**src/rtl/uart_apb_tx_scheduler.sv**
```systemverilog
// rtl/uart_apb_tx_scheduler.sv - APB master that configures a UART and round-robins requester bytes into its transmitter
module uart_apb_tx_scheduler #(
    parameter int          NUM_REQ  = 4,
    parameter logic [7:0]  BAUD_LO  = 8'd0,
    parameter logic [7:0]  CTRL2    = 8'h01,
    parameter logic [2:0]  CTRL3    = 3'd0,
    parameter int          POLL_GAP = 2,
    localparam int         GW       = (NUM_REQ > 1) ? $clog2(NUM_REQ) : 1
) (
    input  logic                 PCLK,
    input  logic                 PRESETN,
    input  logic [NUM_REQ-1:0]   req_valid,
    input  logic [8*NUM_REQ-1:0] req_data,
    output logic [NUM_REQ-1:0]   req_ready,
    output logic [GW-1:0]        grant_id,
    output logic                 busy,
    output logic                 cfg_done,
    output logic [4:0]           m_PADDR,
    output logic                 m_PSEL,
    output logic                 m_PENABLE,
    output logic                 m_PWRITE,
    output logic [7:0]           m_PWDATA,
    input  logic [7:0]           m_PRDATA,
    input  logic                 m_PREADY
);

    typedef enum logic [2:0] {
        S_CFG1, S_CFG2, S_CFG3, S_IDLE, S_POLL, S_GAP, S_WRITE
    } state_t;

    typedef enum logic [1:0] {
        PH_NONE, PH_SETUP, PH_ACCESS
    } phase_t;

    state_t          state, state_n;
    phase_t          phase, phase_n;
    logic [3:0]      gap_cnt, gap_n;
    logic [GW-1:0]   ptr;
    logic [7:0]      data_q;
    logic            xfer_done;
    logic            grant;
    logic            pick_valid;
    logic [GW-1:0]   pick_idx;
    logic [GW:0]     cand;
    logic            apb_sel;
    logic            unused_status;

    // Only TXRDY is interpreted; error and other status bits are deliberately dropped.
    assign unused_status = ^m_PRDATA[7:1];

    assign xfer_done = (phase == PH_ACCESS) && m_PREADY;

    // Round-robin search starting at the pointer, wrapping modulo NUM_REQ.
    always_comb begin
        pick_valid = 1'b0;
        pick_idx   = '0;
        cand       = '0;
        for (int k = 0; k < NUM_REQ; k++) begin
            cand = {1'b0, ptr} + (GW+1)'(k);
            if (cand >= (GW+1)'(NUM_REQ))
                cand = cand - (GW+1)'(NUM_REQ);
            if (!pick_valid && req_valid[cand[GW-1:0]]) begin
                pick_valid = 1'b1;
                pick_idx   = cand[GW-1:0];
            end
        end
    end

    assign grant = (state == S_IDLE) && pick_valid;

    always_comb begin
        req_ready = '0;
        if (grant)
            req_ready[pick_idx] = 1'b1;
    end

    always_comb begin
        state_n = state;
        phase_n = phase;
        gap_n   = gap_cnt;
        if (phase == PH_SETUP)
            phase_n = PH_ACCESS;
        case (state)
            S_CFG1: begin
                if (phase == PH_NONE) begin
                    phase_n = PH_SETUP;
                end else if (xfer_done) begin
                    state_n = S_CFG2;
                    phase_n = PH_SETUP;
                end
            end
            S_CFG2: begin
                if (xfer_done) begin
                    state_n = S_CFG3;
                    phase_n = PH_SETUP;
                end
            end
            S_CFG3: begin
                if (xfer_done) begin
                    state_n = S_IDLE;
                    phase_n = PH_NONE;
                end
            end
            S_IDLE: begin
                if (pick_valid) begin
                    state_n = S_POLL;
                    phase_n = PH_SETUP;
                end
            end
            S_POLL: begin
                if (xfer_done) begin
                    if (m_PRDATA[0]) begin
                        state_n = S_WRITE;
                        phase_n = PH_SETUP;
                    end else if (POLL_GAP == 0) begin
                        phase_n = PH_SETUP;
                    end else begin
                        state_n = S_GAP;
                        phase_n = PH_NONE;
                        gap_n   = 4'(POLL_GAP - 1);
                    end
                end
            end
            S_GAP: begin
                if (gap_cnt == 4'd0) begin
                    state_n = S_POLL;
                    phase_n = PH_SETUP;
                end else begin
                    gap_n = gap_cnt - 4'd1;
                end
            end
            S_WRITE: begin
                if (xfer_done) begin
                    state_n = S_IDLE;
                    phase_n = PH_NONE;
                end
            end
            default: begin
                state_n = S_CFG1;
                phase_n = PH_NONE;
            end
        endcase
    end

    always_ff @(posedge PCLK or negedge PRESETN) begin
        if (!PRESETN) begin
            state    <= S_CFG1;
            phase    <= PH_NONE;
            gap_cnt  <= 4'd0;
            ptr      <= '0;
            grant_id <= '0;
            data_q   <= 8'd0;
            cfg_done <= 1'b0;
        end else begin
            state   <= state_n;
            phase   <= phase_n;
            gap_cnt <= gap_n;
            if (grant) begin
                grant_id <= pick_idx;
                data_q   <= req_data[{pick_idx, 3'b000} +: 8];
            end
            if (state == S_WRITE && xfer_done) begin
                if (grant_id == GW'(NUM_REQ - 1))
                    ptr <= '0;
                else
                    ptr <= grant_id + 1'b1;
            end
            if (state == S_CFG3 && xfer_done)
                cfg_done <= 1'b1;
        end
    end

    // Bus outputs decode straight from registered state so reset drops them at once.
    assign apb_sel = (phase != PH_NONE);

    always_comb begin
        m_PSEL    = apb_sel;
        m_PENABLE = (phase == PH_ACCESS);
        m_PWRITE  = 1'b0;
        m_PADDR   = 5'h00;
        m_PWDATA  = 8'h00;
        if (apb_sel) begin
            case (state)
                S_CFG1: begin
                    m_PWRITE = 1'b1;
                    m_PADDR  = 5'h08;
                    m_PWDATA = BAUD_LO;
                end
                S_CFG2: begin
                    m_PWRITE = 1'b1;
                    m_PADDR  = 5'h0C;
                    m_PWDATA = CTRL2;
                end
                S_CFG3: begin
                    m_PWRITE = 1'b1;
                    m_PADDR  = 5'h14;
                    m_PWDATA = {5'b00000, CTRL3};
                end
                S_POLL: begin
                    m_PADDR = 5'h10;
                end
                S_WRITE: begin
                    m_PWRITE = 1'b1;
                    m_PADDR  = 5'h00;
                    m_PWDATA = data_q;
                end
                default: begin
                    m_PADDR = 5'h00;
                end
            endcase
        end
    end

    assign busy = (state == S_POLL) || (state == S_GAP) || (state == S_WRITE);

endmodule

```
**config.mk**
```make
export PLATFORM = sky130hd
export DESIGN_NAME = uart_apb_tx_scheduler
export DESIGN_NICKNAME = d
export VERILOG_FILES = /design/src/rtl/uart_apb_tx_scheduler.sv
export SDC_FILE = /design/constraint.sdc
export NUM_CORES = 1
export LEC_CHECK = 0
export CAP_MARGIN = 25
export CORE_UTILIZATION = 44
export CTS_CLUSTER_SIZE = 14
export DETAILED_ROUTE_END_ITERATION = 8
export PLACE_DENSITY = 0.85
export SLEW_MARGIN = 15
export SYNTH_ARGS = -nofsm -noshare
export SYNTH_HDL_FRONTEND = slang
export SYNTH_SLANG_ARGS = --single-unit
```
**constraint.sdc**
```tcl
create_clock -name PCLK -period 4.8 [get_ports PCLK]
set_input_delay 0.96 -clock PCLK [delete_from_list [all_inputs] [get_ports PCLK]]
set_output_delay 0.96 -clock PCLK [all_outputs]
set_load 0.1 [all_outputs]
```
==> impl_results.md <==
* Outcome: finished, final reports clean
* Root buffer cell: clkbuf_4
* DR WL/cell at 14.4 um
* Max-slew violations at 0
* Worst Setup Start Kind: input port
* Power Density at 739 nW/um2
* Final Routed Wirelength at 3860 um
* First-pass GRT wire length at 5920 um
* R2R depth at 4
* # resized after CTS at 0
* Relative slew slack at 32.6%
* Hold-fix buffers at CTS at 0
* Grt total ovfl at 0
* Worst R2R End: data_q[1]
* Synth unique cells at 43
* Hold Crit Endpoint: cfg_done
* Min cycle time layout at 4080 ps
* Hold Violations, Final at 0
* Register area share after synthesis at 36.2%
* Row cnt at 20
* Clock power frac at 5.2%
* Asr flop ratio synth at 100%
* Design Power at 1.60 mW
* Crit Path Max Fanout at 12
* Longest Clk Path Bufs at 2
* Flops & latches, synth at 22
* Final ANT Viol Nets at 0
* DIE AREA at 3690 um2
* Worst Min Path Start: cfg_done
* Top Ports at 71
* Worst-Margin Slew at 1010 ps
* CTS Buf Count at 3
* Vias per cell at 5.34
* Final core occ at 68.6%
* Internal at 0.659 mW
* Routability cong. at 0.771
* Commonest cells after routing, fill and taps aside: clkdlybuf4s50_1, dfrtp_1, nand2_1, mux2i_1, nor2_1
* RSZ-0062 raised after global routing: no
* Die height at 60.8 um
* Setup-failing EPs final at 0
* Psw at 0.939 mW
* Max Fclk at 245 MHz
* Max Clock Skew at 0.844 ps
* Total negative setup slack at 0 ps
* Worst skew pair latency at 300 ps
* CTS tree: done
* Antenna violations before repair at 0
* Antenna fix cells at 0
* R2R setup slack at 2430 ps
* DP Wirelength at 2960 um
* Number of global-route vias before repair at 1318
* Max-cap violations at 0
* Via count at 1430
* Starting DRT DRC Count at 40
* Number of port buffers at 61
* Data required, critical path at 3840 ps
* Multi-input gate area at 895 um2
* Postcts setup bufs at 0
* First drt pass iteration count at 4
* Worst Hold Class: flip-flop to flip-flop
* CTS Sinks at 22
* Seq pwr share at 25.0%
* Hold path depth at 1
* Setup CP Type: input port to output pin
* Arrival @ worst endpoint at 3120 ps
* Tcrit/Tclk final at 85.0%
* Die width at 60.8 um
* CTS H-tree depth at 1
* Starting Density at 48.2%
* Net Sw Frac at 58.8%
* CTS clock-pin slew for the worst setup and hold paths at 110 ps
* Syn Inst Count at 168
* Logic pwr share at 69.8%
* Filler cells at 269
* Area growth syn-to-layout at 42.3%
* R2R Path Start: state[0]
* Mapped Area at 1520 um2
* Core ar. at 3150 um2
* DRC at 0
* Avg Inst Size Synth at 9.05 um2
* Worst vdd rail ir drop at 834 uV
* Largest net degree at the start of global routing at 26
* Post-synth EDFFs at 0
* Yosys warns at 0
* Lkg Pwr at 0.967 nW
* Most common cell after layout, fill and taps aside: clkdlybuf4s50_1
* Total global-route track usage at 21.9%
* Layout Nets at 276
* Post-synth top flop: dfrtp_1
* Worst setup EP type: output pin
* Fraction of layout instances using a drive strength above 1 at 10.3%
* Register area at 551 um2
==> synth_stat cells (4+ instances only) <==
library cell  number  area, um2
dfrtp_1           22        551
nand2_1           21       78.8
mux2i_1           19        190
nor2_1            14       52.6
inv_1              8       30.0
o221ai_1           8       70.1
a21oi_1            7       35.0
and2_1             7       43.8
nor3_1             5       25.0
o21ai_0            5       25.0
a22o_1             4       35.0
==> power groups by stage <==
stage / combinational [mW] / clock, mW / sequential [mW]
2_1_floorplan: 0.849 / 0 / 0.425
3_3_place_gp: 1.10 / 0 / 0.398
3_5_place_dp: 1.12 / 0 / 0.403
4_1_cts: 1.12 / 0.0874 / 0.399
5_1_grt: 1.18 / 0.0921 / 0.419
6_report: 1.12 / 0.0831 / 0.400
==> final cells by class <==
| type | count | share of cell area, % |
|---|---|---|
| clock buffers | 3 | 1.04 |
| inverters | 8 | 1.39 |
| multi-input cells | 129 | 41.4 |
| flip-flops and latches | 22 | 25.4 |
| well taps | 44 | 2.54 |
| repair buffers | 62 | 28.2 |
==> how the worst max path moves through the flow <==
| stage | startpoint | to | cells past startpoint |
|---|---|---|---|
| 2_1_floorplan | state[0] | m_PADDR[2] | 4 |
| 3_3_place_gp | req_valid[0] | req_ready[3] | 6 |
| 3_5_place_dp | req_valid[0] | req_ready[2] | 6 |
| 4_1_cts | req_valid[0] | req_ready[2] | 6 |
| 5_1_grt | req_valid[0] | req_ready[2] | 6 |
| 6_report | req_valid[0] | req_ready[2] | 6 |
==> critical path, stage by stage <==
cell and delay (ps):
clkdlybuf4s50_1 600, nor4_1 120, or3_1 540, or2_1 450, nor2_1 240, buf_12 200
==> through the flow <==
| step | area, um2 | setup slack [ps] | std cells | hold slack (ps) |
|---|---|---|---|---|
| floorplan | 1520 | 732 | 169 | 448 |
| global placement | 2150 | 744 | 265 | 459 |
| detailed placement | 2150 | 730 | 265 | 459 |
| CTS | 2170 | 718 | 268 | 492 |
| global route | 2160 | 583 | 268 | 500 |
| finish | 2160 | 721 | 268 | 487 |
==> state kept, by name, indices dropped and copies added (netlist names) <==
register	flops
data_q	8
gap_cnt	4
state	3
grant_id	2
phase	2
ptr	2
cfg_done	1
==> per-layer routing <==
metal	share of wire, %	track usage, %	vias to the layer above
met5	0	0	-
met4	2.5	8.12	0
met3	4.0	4.69	8
met2	47	35.6	36
met1	47	28.8	667
li1	-	-	719
==> logic make-up (layout without fill, tap and decap cells) <==
kind of cell / after synthesis / in the layout / synth area share (%)
and+or+nand+nor: 63 / 63 / 20.7
AOI/OAI and AO/OA: 37 / 37 / 18.2
muxes: 22 / 22 / 14.7
DFF: 22 / 22 / 36.2
buffers and inverters: 18 / 73 / 6.34
adders and majority gates: 3 / 3 / 2.47
xor gates and xnor gates: 2 / 2 / 1.15
other: 1 / 2 / 0.247
Note: power is estimated with default switching activity, not from simulation.
==> variant 1, RTL diff (same flow settings) <==
Change the parameter `NUM_REQ` from 4 to 2.
--- a/src/rtl/uart_apb_tx_scheduler.sv
+++ b/src/rtl/uart_apb_tx_scheduler.sv
@@ -1,6 +1,6 @@
 // rtl/uart_apb_tx_scheduler.sv - APB master that configures a UART and round-robins requester bytes into its transmitter
 module uart_apb_tx_scheduler #(
-    parameter int          NUM_REQ  = 4,
+    parameter int          NUM_REQ  = 2,
     parameter logic [7:0]  BAUD_LO  = 8'd0,
     parameter logic [7:0]  CTRL2    = 8'h01,
     parameter logic [2:0]  CTRL3    = 3'd0,
Ports: changed (resized grant_id, req_data, req_ready and req_valid); port bits go from 71 to 50. The function was not compared with the original's and may differ.
==> variant 1 against the unedited design <==
- final area decreased by 22%
- routed wire length decreased by 21%
- register-to-register slack improved by 0.50 ns
- setup slack improved by 0.22 ns
- total power decreased by 22%
- combinational power decreased by 28%
- synthesized area decreased by 15%
- sequential cell count decreased by 2
- largest power group unchanged
- critical path type is now reg2out
==> variant 1: results <==
export IMPL_ys_top_cells_by_area="dfrtp_1 (39%), a221o_1 (6.2%), o21a_1 (5.3%), and2_1 (3.9%), buf_2 (2.3%)"
export IMPL_synth_fa_ha_area_share_pct=1.95
export IMPL_ys_warnings_count=0
export IMPL_fill_cells=237
export IMPL_drive_gt1_share_pct=7.27
export IMPL_dp_cells=191
export IMPL_status="complete, no violations"
export IMPL_grt_use_total_pct=20.1
export IMPL_p_leak_nw=0.709
export IMPL_seq_area_frac_synth_pct=38.9
export IMPL_max_slew_margin_rel_pct=34.8
export IMPL_wl_per_cell_um=15.5
export IMPL_synth_xor_area_share_pct=1.36
export IMPL_fin_nets=197
export IMPL_largestRegisters="data_q: 8 flops, gap_cnt: 4 flops, state: 3 flops"
export IMPL_critPathMaxFanout=20
export IMPL_synth_flop_cell="dfrtp_1"
export IMPL_hold_path_class="reg2reg"
export IMPL_cts_repair_resized=0
export IMPL_vias=1168
export IMPL_io_buffers=40
export IMPL_synth_commonest_cells="dfrtp_1 (20), o21a_1 (9), a221o_1 (8), and2_1 (8)"
export IMPL_drt_iter0_markers=35
export IMPL_dr_pass1_iters=4
export IMPL_cts_htree_levels=1
export IMPL_ir_drop_uv=597
export IMPL_clock_latency_ns=0.30
export IMPL_arrival_ns=2.90
export IMPL_gp_congestion=0.753
export IMPL_drt_total_wl_um=3030
export IMPL_ys_types=45
export IMPL_postCtsSetupBuffers=0
export IMPL_grt_max_degree=21
export IMPL_hpwl_um=2190
export IMPL_grt_pass1_wl_um=4960
export IMPL_clockBufferDepth=2
export IMPL_async_flop_share_pct=100
export IMPL_syn_avg_cell_area_um2=9.59
export IMPL_synth_compound_area_share_pct=27.8
export IMPL_antenna_found_initial=0
export IMPL_cts_buffers=3
export IMPL_diodes=0
export IMPL_skew_ns=0.00223
export IMPL_grt_pass1_vias=1125
export IMPL_clkTransAtPathRegs_ns=0.12
export IMPL_muxShareOfSynthArea_pct=0.779
export IMPL_ctsRootBufferMaster="clkbuf_4"
-- variant 1: cell types whose count changed after synthesis, sizes merged, moves of 3 or more --
cell,before,now
nand2,21,5
nor2,14,4
o221ai,8,1
a221o,0,8
o21a,1,9
a21oi,7,3
buf,7,11
mux2,3,0
mux2i,19,1
-- variant 1: final cells by class --
type / instances / share of cell area [%]
inverter: 6 / 1.34
tap: 31 / 2.30
multi-input combinational: 94 / 40.1
clock buffer: 4 / 2.15
timing repair buffer: 41 / 24.4
sequential: 20 / 29.7
-- variant 1: through the flow --
| step | instance area [µm²] | total power [mW] | hold slack (ns) | worst slack [ns] | util [%] |
|---|---|---|---|---|---|
| global route | 1680 | 1.32 | 0.544 | 0.728 | 61.1 |
| global placement | 1630 | 1.12 | 0.447 | 1.34 | 59.2 |
| detailed placement | 1630 | 1.15 | 0.475 | 1.29 | 59.2 |
| floorplan | 1290 | 0.990 | 0.462 | 0.886 | - |
| finish | 1680 | 1.25 | 0.495 | 0.941 | 61.1 |
| CTS | 1670 | 1.25 | 0.502 | 0.925 | 60.5 |
-- variant 1: final timing paths --
kind	from	end	slack, ns	cells past startpoint
worst min register to register	cfg_done	cfg_done	0.49	2
min in group asynchronous	PRESETN	state[0]	0.96	1
worst max register to register	state[0]	data_q[4]	2.93	3
worst max-delay path	state[0]	m_PWDATA[7]	0.94	4
max in group asynchronous	PRESETN	grant_id	3.41	2
worst min-delay path	cfg_done	cfg_done	0.49	2
-- variant 1: cell families after synthesis --
kind of cell,after synthesis
AOI/OAI and AO/OA,45
and+or+nand+nor,42
buffers and inverters,21
DFF,20
adders and majority gates,2
xor gates and xnor gates,2
other,1
muxes,1
-- variant 1: worst max-delay path, cell delays in order, from the launching register on --
cell             delay (ns)
dfrtp_1                0.59
nand3b_1               0.30
nor2_1                 0.35
and2_1                 0.21
clkdlybuf4s50_1        1.13
-- variant 1: per-layer routing --
metal / track usage [%] / share of wire, % / routed length (µm)
met1: 24.0 / 45 / 1380
met2: 34.7 / 47 / 1420
met3: 3.95 / 6.1 / 185
met4: 9.41 / 1.7 / 51
met5: 0 / 0 / 0
-- variant 1: report_power, final --
group,total [mW],internal (mW),switching [mW]
Clock,0.0998,0.0463,0.0535
Sequential,0.338,0.239,0.0992
Combinational,0.809,0.260,0.549
==> variant 2, RTL diff (config.mk and constraints unchanged) <==
Without the edit above. Re-encode `state_t` (7 states) as one-hot, 7 bits wide.
--- a/src/rtl/uart_apb_tx_scheduler.sv
+++ b/src/rtl/uart_apb_tx_scheduler.sv
@@ -24,8 +24,8 @@
     input  logic                 m_PREADY
 );
 
-    typedef enum logic [2:0] {
-        S_CFG1, S_CFG2, S_CFG3, S_IDLE, S_POLL, S_GAP, S_WRITE
+    typedef enum logic [6:0] {
+        S_CFG1 = 7'b0000001, S_CFG2 = 7'b0000010, S_CFG3 = 7'b0000100, S_IDLE = 7'b0001000, S_POLL = 7'b0010000, S_GAP = 7'b0100000, S_WRITE = 7'b1000000
     } state_t;
 
     typedef enum logic [1:0] {
Formal check against the unedited RTL: no difference found for any inputs over 10 cycles, from zero or initial values and one cycle with PRESETN low; not proved beyond that.
==> variant 2 against the unedited design <==
- sequential cell count up 4
- sequential share of layout area up 1.6 points
- sequential power down 14%
- synthesized area up 17%
- routed wire length up 15%
- first-iteration DRC count up 120%
- clock power up 55%
- total power down 31%
- die area up 16%
- final area up 11%
- setup slack better by 0.12 ns
==> variant 2: results <==
export IMPL_grt_max_degree=27
export IMPL_slowest_delay_ns=1.14
export IMPL_cts_repair_resized=0
export IMPL_seq_area_frac_synth_pct=36.7
export IMPL_p_leak_nw=1.12
export IMPL_grt_use_total_pct=22.1
export IMPL_postPlaceCellArea_mm2=0.00236
export IMPL_grt_overflow=0
export IMPL_wl_met1_um=1850
export IMPL_hold_path_class="reg2reg"
export IMPL_gp_congestion=0.849
export IMPL_drive_gt1_share_pct=9.02
export IMPL_grt_pass1_vias=1583
export IMPL_post_place_ws_ns=1.12
export IMPL_drt_vias_per_instance=5.61
export IMPL_cts_htree_levels=1
export IMPL_drt_iter0_markers=87
export IMPL_synth_edf_count=0
export IMPL_status="complete, no violations"
export IMPL_synth_top_cell_area_share_pct=35.3
export IMPL_io_buffers=61
export IMPL_ys_top_cells_by_area="dfrtp_1 (35%), mux2i_1 (11%), nand2_1 (4.9%), o221ai_1 (3.9%), nor2_1 (3.8%)"
export IMPL_antenna_found_initial=0
export IMPL_wl_per_cell_um=14.7
export IMPL_clock_latency_ns=0.27
export IMPL_diodes=0
export IMPL_syn_avg_cell_area_um2=8.87
export IMPL_postCtsSetupBuffers=0
export IMPL_synth_commonest_cells="dfrtp_1 (25), nand2_1 (23), mux2i_1 (19)"
export IMPL_synth_flop_cell="dfrtp_1"
export IMPL_met3WireLength_um=253
export IMPL_vias=1699
export IMPL_ys_warnings_count=0
export IMPL_ctsRootBufferMaster="clkbuf_8"
export IMPL_hpwl_um=3400
export IMPL_cts_buffers=3
export IMPL_clkTransAtPathRegs_ns=0.09
export IMPL_skew_ns=0.00516
export IMPL_ys_types=48
export IMPL_max_slew_margin_rel_pct=33.6
export IMPL_async_flop_share_pct=100
export IMPL_dp_cells=299
export IMPL_grt_pass1_wl_um=7180
export IMPL_highest_layer="met4"
export IMPL_intPower_uw=535
export IMPL_ir_drop_uv=268
export IMPL_critPathMaxFanout=9
export IMPL_arrival_ns=3.00
export IMPL_dr_pass1_iters=4
export IMPL_wl_met2_um=2220
export IMPL_fin_nets=306
export IMPL_slowest_stage="clkdlybuf4s50_1"
export IMPL_largestRegisters="data_q: 8 flops, state: 7 flops, gap_cnt: 4 flops"
==> variant 2: cells by family after synthesis <==
group	Yosys count	synth area share, %
buffers and inverters	21	5.57
and+or+nand+nor	83	24.7
other	1	0.211
AOI/OAI and AO/OA	39	15.6
DFF	26	36.7
muxes	22	12.6
xor gates and xnor gates	5	2.47
adders and majority gates	3	2.12
==> variant 2: power by group through the flow <==
| stage | Combinational, mW | Sequential, mW | Clock [mW] |
|---|---|---|---|
| floorplan | 0.439 | 0.392 | 0 |
| detailed placement | 0.630 | 0.347 | 0 |
| finish | 0.635 | 0.343 | 0.129 |
| global route | 0.676 | 0.355 | 0.145 |
| CTS | 0.636 | 0.343 | 0.131 |
| global placement | 0.624 | 0.343 | 0 |
==> variant 2: worst paths after layout <==
check	from	to	slack [ns]	depth (start not counted)
max	state[1]	m_PWDATA[1]	0.84	4
max reg2reg	state[1]	gap_cnt[1]	2.56	5
max in group asynchronous	PRESETN	state[0]	3.45	2
min	data_q[4]	data_q[4]	0.49	2
min reg2reg	data_q[4]	data_q[4]	0.49	2
min in group asynchronous	PRESETN	data_q[3]	1.05	2
==> variant 2: area by class of cell <==
cell class                      count  area [µm²]
Multi-Input combinational cell    154        1030
Clock buffer                        4        45.0
Sequential cell                    26         652
Inverter                            8        30.0
Fill cell                         326        1360
Tap cell                           48        60.1
Timing Repair Buffer               63         596
==> variant 2: per-layer routing <==
layer	vias to the layer above	GRT usage, %
li1	825	-
met1	808	27.2
met2	54	35.7
met3	12	5.03
met4	0	11.7
met5	-	0
==> variant 2: critical path: cells and delay by family (launching register included) <==
family	cells	cell delay (ns)
DFF	1	0.48
buffers and inverters	1	1.14
and+or+nand+nor	3	1.09
